==> config.mk <==
export PLATFORM = sky130hd
export DESIGN_NAME = mem_port_arbiter
export DESIGN_NICKNAME = d
export VERILOG_FILES = /design/src/rtl/mem_arb_pkg.sv /design/src/rtl/mem_port_arbiter.sv
export SDC_FILE = /design/constraint.sdc
export NUM_CORES = 1
export LEC_CHECK = 0
export ABC_AREA = 1
export BUFFER_PORTS_ARGS = -buffer_cell sky130_fd_sc_hd__buf_2
export CORE_AREA = 8 8 84 161
export DETAILED_ROUTE_END_ITERATION = 16
export DIE_AREA = 0 0 92 169
export PLACE_DENSITY = 0.73
export RECOVER_POWER = 25
export SLEW_MARGIN = 20
export SYNTH_ARGS = -nofsm -noshare
export SYNTH_HDL_FRONTEND = slang
export SYNTH_SLANG_ARGS = --single-unit
==> constraint.sdc <==
create_clock -name clk -period 1.48 [get_ports clk]
set_clock_uncertainty 0.05 [all_clocks]
set_input_delay 0.222 -clock clk [delete_from_list [all_inputs] [get_ports clk]]
set_output_delay 0.222 -clock clk [all_outputs]
set_load 0.02 [all_outputs]
==> src/rtl/mem_arb_pkg.sv <==
// Shared encodings for the RAM port arbiter: FSM states, grant codes and owner selection.
package mem_arb_pkg;

  typedef enum logic [1:0] {
    ST_IDLE  = 2'd0,
    ST_ISSUE = 2'd1,
    ST_WAIT  = 2'd2,
    ST_RESP  = 2'd3
  } arb_state_t;

  localparam logic [1:0] GRANT_NONE = 2'b00;
  localparam logic [1:0] GRANT_CPU  = 2'b01;
  localparam logic [1:0] GRANT_DMA  = 2'b10;

  // A lone requester wins. On a tie, the master that did not win last time wins.
  function automatic logic [1:0] pick_owner(input logic cpu_any,
                                            input logic dma_any,
                                            input logic [1:0] last_grant);
    logic [1:0] owner;
    owner = GRANT_NONE;
    if (cpu_any && dma_any)
      owner = (last_grant == GRANT_CPU) ? GRANT_DMA : GRANT_CPU;
    else if (cpu_any)
      owner = GRANT_CPU;
    else if (dma_any)
      owner = GRANT_DMA;
    return owner;
  endfunction

endpackage

==> src/rtl/mem_port_arbiter.sv <==
// Shares one synchronous RAM port between the CPU (read/write) and a read-only DMA master,
// sequencing each access as issue, fixed-latency wait and a one-cycle response pulse.
//
// state    | meaning
// ---------+------------------------------------------------------------
// ST_IDLE  | sample requests, arbitrate, latch owner/address/data
// ST_ISSUE | drive ram_en (and ram_we for CPU writes) for one cycle
// ST_WAIT  | count down remaining RAM latency (skipped when RAM_LAT==1)
// ST_RESP  | owner's ready/ack pulse, read data passed through and captured
module mem_port_arbiter
  import mem_arb_pkg::*;
#(
  parameter int ADDR_W  = 10,
  parameter int DATA_W  = 32,
  parameter int RAM_LAT = 1
) (
  input  logic              clk,
  input  logic              reset,
  input  logic              cpu_req_r,
  input  logic              cpu_req_w,
  input  logic [ADDR_W-1:0] cpu_addr,
  input  logic [DATA_W-1:0] cpu_wdata,
  output logic [DATA_W-1:0] cpu_rdata,
  output logic              cpu_ready,
  input  logic              dma_req,
  input  logic [ADDR_W-1:0] dma_addr,
  output logic [DATA_W-1:0] dma_rdata,
  output logic              dma_ack,
  output logic              ram_en,
  output logic              ram_we,
  output logic [ADDR_W-1:0] ram_addr,
  output logic [DATA_W-1:0] ram_wdata,
  input  logic [DATA_W-1:0] ram_rdata,
  output logic [1:0]        grant
);

  localparam logic [1:0] WAIT_LOAD = 2'(RAM_LAT - 1);

  arb_state_t        state;
  arb_state_t        state_nxt;
  logic [1:0]        owner;
  logic [1:0]        last_grant;
  logic [1:0]        pick;
  logic              cpu_any;
  logic              we_q;
  logic [1:0]        wait_cnt;
  logic [ADDR_W-1:0] addr_q;
  logic [DATA_W-1:0] wdata_q;
  logic [DATA_W-1:0] cpu_rdata_q;
  logic [DATA_W-1:0] dma_rdata_q;

  assign cpu_any = cpu_req_r | cpu_req_w;
  assign pick    = pick_owner(cpu_any, dma_req, last_grant);

  always_ff @(posedge clk) begin
    if (reset)
      state <= ST_IDLE;
    else
      state <= state_nxt;
  end

  always_comb begin
    state_nxt = state;
    case (state)
      ST_IDLE:  if (pick != GRANT_NONE) state_nxt = ST_ISSUE;
      ST_ISSUE: state_nxt = (RAM_LAT == 1) ? ST_RESP : ST_WAIT;
      ST_WAIT:  if (wait_cnt <= 2'd1) state_nxt = ST_RESP;
      ST_RESP:  state_nxt = ST_IDLE;
      default:  state_nxt = ST_IDLE;
    endcase
  end

  always_comb begin
    ram_en    = 1'b0;
    ram_we    = 1'b0;
    cpu_ready = 1'b0;
    dma_ack   = 1'b0;
    grant     = GRANT_NONE;
    cpu_rdata = cpu_rdata_q;
    dma_rdata = dma_rdata_q;
    if (state != ST_IDLE)
      grant = owner;
    if (state == ST_ISSUE) begin
      ram_en = 1'b1;
      ram_we = we_q;
    end
    if (state == ST_RESP) begin
      cpu_ready = (owner == GRANT_CPU);
      dma_ack   = (owner == GRANT_DMA);
      if (owner == GRANT_CPU && !we_q)
        cpu_rdata = ram_rdata;
      if (owner == GRANT_DMA)
        dma_rdata = ram_rdata;
    end
  end

  // Access latches; a write request wins over a simultaneous CPU read request.
  always_ff @(posedge clk) begin
    if (reset) begin
      owner       <= GRANT_NONE;
      last_grant  <= GRANT_DMA;
      we_q        <= 1'b0;
      wait_cnt    <= 2'd0;
      addr_q      <= '0;
      wdata_q     <= '0;
      cpu_rdata_q <= '0;
      dma_rdata_q <= '0;
    end else begin
      case (state)
        ST_IDLE: begin
          if (pick != GRANT_NONE) begin
            owner      <= pick;
            last_grant <= pick;
            we_q       <= (pick == GRANT_CPU) && cpu_req_w;
            addr_q     <= (pick == GRANT_CPU) ? cpu_addr : dma_addr;
            wdata_q    <= cpu_wdata;
          end
        end
        ST_ISSUE: wait_cnt <= WAIT_LOAD;
        ST_WAIT:  wait_cnt <= wait_cnt - 2'd1;
        ST_RESP: begin
          if (owner == GRANT_CPU && !we_q)
            cpu_rdata_q <= ram_rdata;
          if (owner == GRANT_DMA)
            dma_rdata_q <= ram_rdata;
        end
        default: ;
      endcase
    end
  end

  assign ram_addr  = addr_q;
  assign ram_wdata = wdata_q;

endmodule
; ---- Word level (Yosys, flattened, before mapping)
; Cells that the tools add are included.
; Widths: inputs -> output; s select.
[totals]
rom_bits = 0
ramBits = 0
latch_bits = 0
wordCells = 49
out_inout_bits = 112
ff_bits = 115
n_memories = 0
[classes]
n_bitwise = 1
n_lt_le_gt_ge = 1
div_mod_pow = 0
addsub = 1
shift = 0
n_eq_ne = 9
muxes = 18
reduce_logical = 10
multipliers = 0
[ops]
columns = op, count
row1 = $mux 32, 4
row2 = $mux 2, 7
row3 = $mux 10, 1
row4 = $eq 2x1->1 const B, 4
row5 = $pmux 2 s4, 1
row6 = $eq 2x2->1 const B, 3
row7 = $reduce_bool 2->1, 3
row8 = $mux 1, 4
row9 = $ne 2x2->1 const B, 2
row10 = $pmux 2 s2, 1
row11 = $reduce_and 2->1, 2
row12 = $logic_and 1x1->1, 3
row13 = $le 2x1->1 const B, 1
row14 = $logic_not 2->1, 1
row15 = $sub 2x1->2 const B, 1
row16 = $logic_not 1->1, 1
row17 = $or 1x1->1, 1

; ---- Logic depth before layout (Yosys ltp)
[depth]
word_depth = 6
ltp_mapped = 9
ltp_nobuf = 8

; ---- Worst setup path before layout
; Ideal clock, no wire load.
[synth_timing]
kind = reg2out
start = reg state[0]
end = out cpu_rdata[15]
path_slack_ps = -125
path_stages_with_launch = 8
arrival_ps = 1333
required_time_ps = 1208
cell_sequence = dfxtp_1 -> ha_1 -> inv_1 -> nor3_4 -> buf_2 -> nand3b_1 -> nand2_1 -> inv_1
[synth_via]
elab_chain_cells = 2
[synth_rtl]
columns = item, line_no
row1 = from (decl), mem_port_arbiter.sv:39  ; arb_state_t state;
row2 = from (signal assigned), mem_port_arbiter.sv:59  ; state <= state_nxt;
row3 = $eq 2x2->1, mem_port_arbiter.sv:87  ; if (state == ST_RESP) begin
row4 = $mux 32, mem_port_arbiter.sv:87
row5 = to (decl), mem_port_arbiter.sv:23  ; output logic [DATA_W-1:0] cpu_rdata,
; Every way passes these cells.

; ---- Worst setup path in the final report
[layout_timing]
start = reg state[1]
end = out cpu_rdata[26]
; Same word-level chain as after synthesis.

==> results.tsv <==
stage	metric	value	unit
run_status	status	complete, but fails checks	
run_status	violations	setup timing	
place	dp_slack	-0.1666	ns
grt	grt_pass1_vias	5209	
clock_network	cts.clk_slew.worst_paths	0.06	ns
floorplanning	ios	201	
floorplanning	die_h	169	µm
run	drv_cap	0	
sta	worst_pin_slew	0.3570	ns
floorplanning	initial_core_util	43.05	%
detailed_routing	first_pass_iters	4	
worst_setup_path	path_cells	ha_4 -> inv_2 -> nor3_4 -> buf_12 -> nand3b_1 -> nand2_1 -> inv_1 -> buf_6	
worst_setup_path	rrSetupSlack	-0.04	ns
synthesis	synth_largest_area_cell	dfxtp_1	
worst_setup_path	cp-end-kind	primary output	
clock_network	clk_latency	0.40	ns
power	irDropWorstVdd	938.9	µV
worst_setup_path	arrival	1.81	ns
floorplanning	fp-row-count	56	
final_layout	fill_cells	945	
synthesis	ys_ff_latch	114	
clock_network	numCtsBuffers	17	
worst_hold_path	hold_path.class	in -> reg	
synthesis	yosysSeqAreaShare	46.13	%
detailed_routing	ant_nets	0	
clock_network	cts_max_level	4	
worst_hold_path	hp-start	cpu_wdata[22]	
grt	grt_max_degree	73	
sta	holdWs	0.009342	ns
worst_setup_path	critPathSlowestCell	dfxtp_2	
synthesis	synth_area_leaders	dfxtp_1 (46%), inv_1 (12%), nor2_1 (10%)	
worst_setup_path	reg2reg_from	state[1]	
worst_setup_path	critPathBufInv	4	
final_layout	syn2layout_area_growth	62.04	%
sta	finalWorstSetupSlack	-0.6046	ns
synthesis	syn_area	4947	µm²
synthesis	yosysUniqueCellTypes	17	
sta	relSlewSlack	76.20	%
final_layout	layout_common_cells	nor2_1 (127), inv_1 (124), buf_2 (124), dfxtp_1 (111), nand2_1 (98)	
sta	max_freq	479.7	MHz
final_layout	diodes	0	
synthesis	netlist_instances	732	
final_layout	fin_nets	1083	
detailed_routing	vias_per_cell	4.667	
worst_setup_path	crit_fanout	33	
sta	fin_setup_tns	-36.00	ns
sta	fin_crit	2.085	ns
clock_network	root_buffer	clkbuf_16	
detailed_routing	drtIter0Drc	208	
place	dp_hpwl	9722	µm
final_layout	drive_gt1_share	40.22	%
worst_setup_path	critical_path.startpoint	state[1]	
power	leakage	4.416	nW
detailed_routing	wl	16190	µm
final_layout	utilization	69.76	%
sta	slew_violations	0	
place	gp_congestion	0.7939	
grt	antenna_found_initial	0	
power	finalPower	9.284	mW
worst_setup_path	path_delay_family	buffers and inverters	
worst_setup_path	start_kind	register	
grt	grt_pass1_wl	24380	µm
sta	rsz0062_at_grt	yes	
clock_network	clk_path_buf_depth	2	
worst_setup_path	worstPathRequired	1.21	ns
floorplanning	die_w	92	µm
worst_setup_path	critPathMaxStageDelay	0.35	ns
sta	finalSetupViolCount	95	
synthesis	synth_top_area_share	46.13	%
final_layout	final_common_cell	nor2_1	
detailed_routing	drt-wirelength-per-cell	14.11	µm
synthesis	syn_area_per_cell	6.759	µm²
clock_network	ctsHoldBuffers	0	
clock_network	clock-sinks	114	
clock_network	cts_tree	built	
grt	overflow	0	
sta	post-route-period-util	140.9	%
detailed_routing	drc	0	
power	power.density	1158	nW/µm²
sta	hold_viol_final	0	
floorplanning	dieArea	15550	µm²
grt	grt_usage	19.04	%
synthesis	yosysWarnings	0	
place	numPortBuffers	200	
floorplanning	core_area	11490	µm²
synthesis	synth_nets	826	
detailed_routing	vias	5353	
worst_setup_path	crit_type	reg -> out	
==> logic make-up (layout without fill, tap and decap cells) <==
logic type	after synthesis	after routing	share of synthesized area (%)
and+or+nand+nor	326	327	28.17
AOI/OAI and AO/OA	84	84	8.599
DFF	114	114	46.13
buffers and inverters	203	472	15.83
adders and majority gates	5	5	1.265
==> worst paths after layout <==
kind	endpoint	cells after the start
setup reg to reg	cpu_rdata_q[10]	9
hold reg to reg	ram_wdata[10]	2
hold / removal	ram_wdata[22]	3
setup / recovery	cpu_rdata[26]	8
==> worst reg2reg max path: stages, from the launching register on <==
cell and delay [ns]:
dfxtp_2 0.35, ha_4 0.14, inv_2 0.05, nor3_4 0.22, nand2_2 0.10, buf_12 0.18
nand2_1 0.09, nand2_2 0.07, buf_4 0.13, nor2_1 0.08
==> state kept, by name (all words and copies together) (netlist names) <==
signal,count
dma_rdata_q,32
cpu_rdata_q,32
owner,2
ram_addr,10
state,2
we_q,1
wait_cnt,2
last_grant,1
ram_wdata,32
==> per-layer routing <==
metal / wire, µm / GRT usage (%) / vias up
met3: 1113 / 6.167 / 21
met5: 0 / 0 / -
met1: 6561 / 21.30 / 2451
met2: 8301 / 32.79 / 184
li1: - / - / 2697
met4: 209 / 6.497 / 0
==> cell usage after synthesis (all sizes together) <==
library cell,number
a211oi,1
a21oi,17
buf,17
clkbuf,23
dfxtp,114
ha,5
inv,163
nand2,133
nand3,26
nand3b,32
nor2,133
nor3,1
o211ai,1
o21ai,65
or2,1
==> stage by stage <==
step           area, µm²  cells
4_1_cts             7686   1138
2_1_floorplan       4986    732
5_1_grt             8016   1147
6_report            8016   1147
3_5_place_dp        6546   1098
3_3_place_gp        6546   1098
==> cell type report <==
class	instances	area, µm²	area share, %
Sequential cell	114	2286	28.52
Inverter	163	621.8	7.757
Timing Repair Buffer	277	2118	26.42
Clock inverter	15	136.4	1.701
Clock buffer	17	425.4	5.307
Tap cell	145	181.4	2.263
Multi-Input combinational cell	416	2247	28.03
==> repair_timing <==
action,4_1_cts,5_1_grt
setup endpoints to repair,93,151
resized for setup,168,61
setup buffers,5,4
cloned,4,7
pin swaps,3,15
==> where the power goes <==
group / total, mW / internal (mW) / switching, mW
Sequential: 3.42 / 3.31 / 0.113
Combinational: 2.04 / 0.828 / 1.21
Clock: 3.82 / 2.32 / 1.51
Total: 9.28 / 6.45 / 2.83
Power figures use the tool's default switching activity.
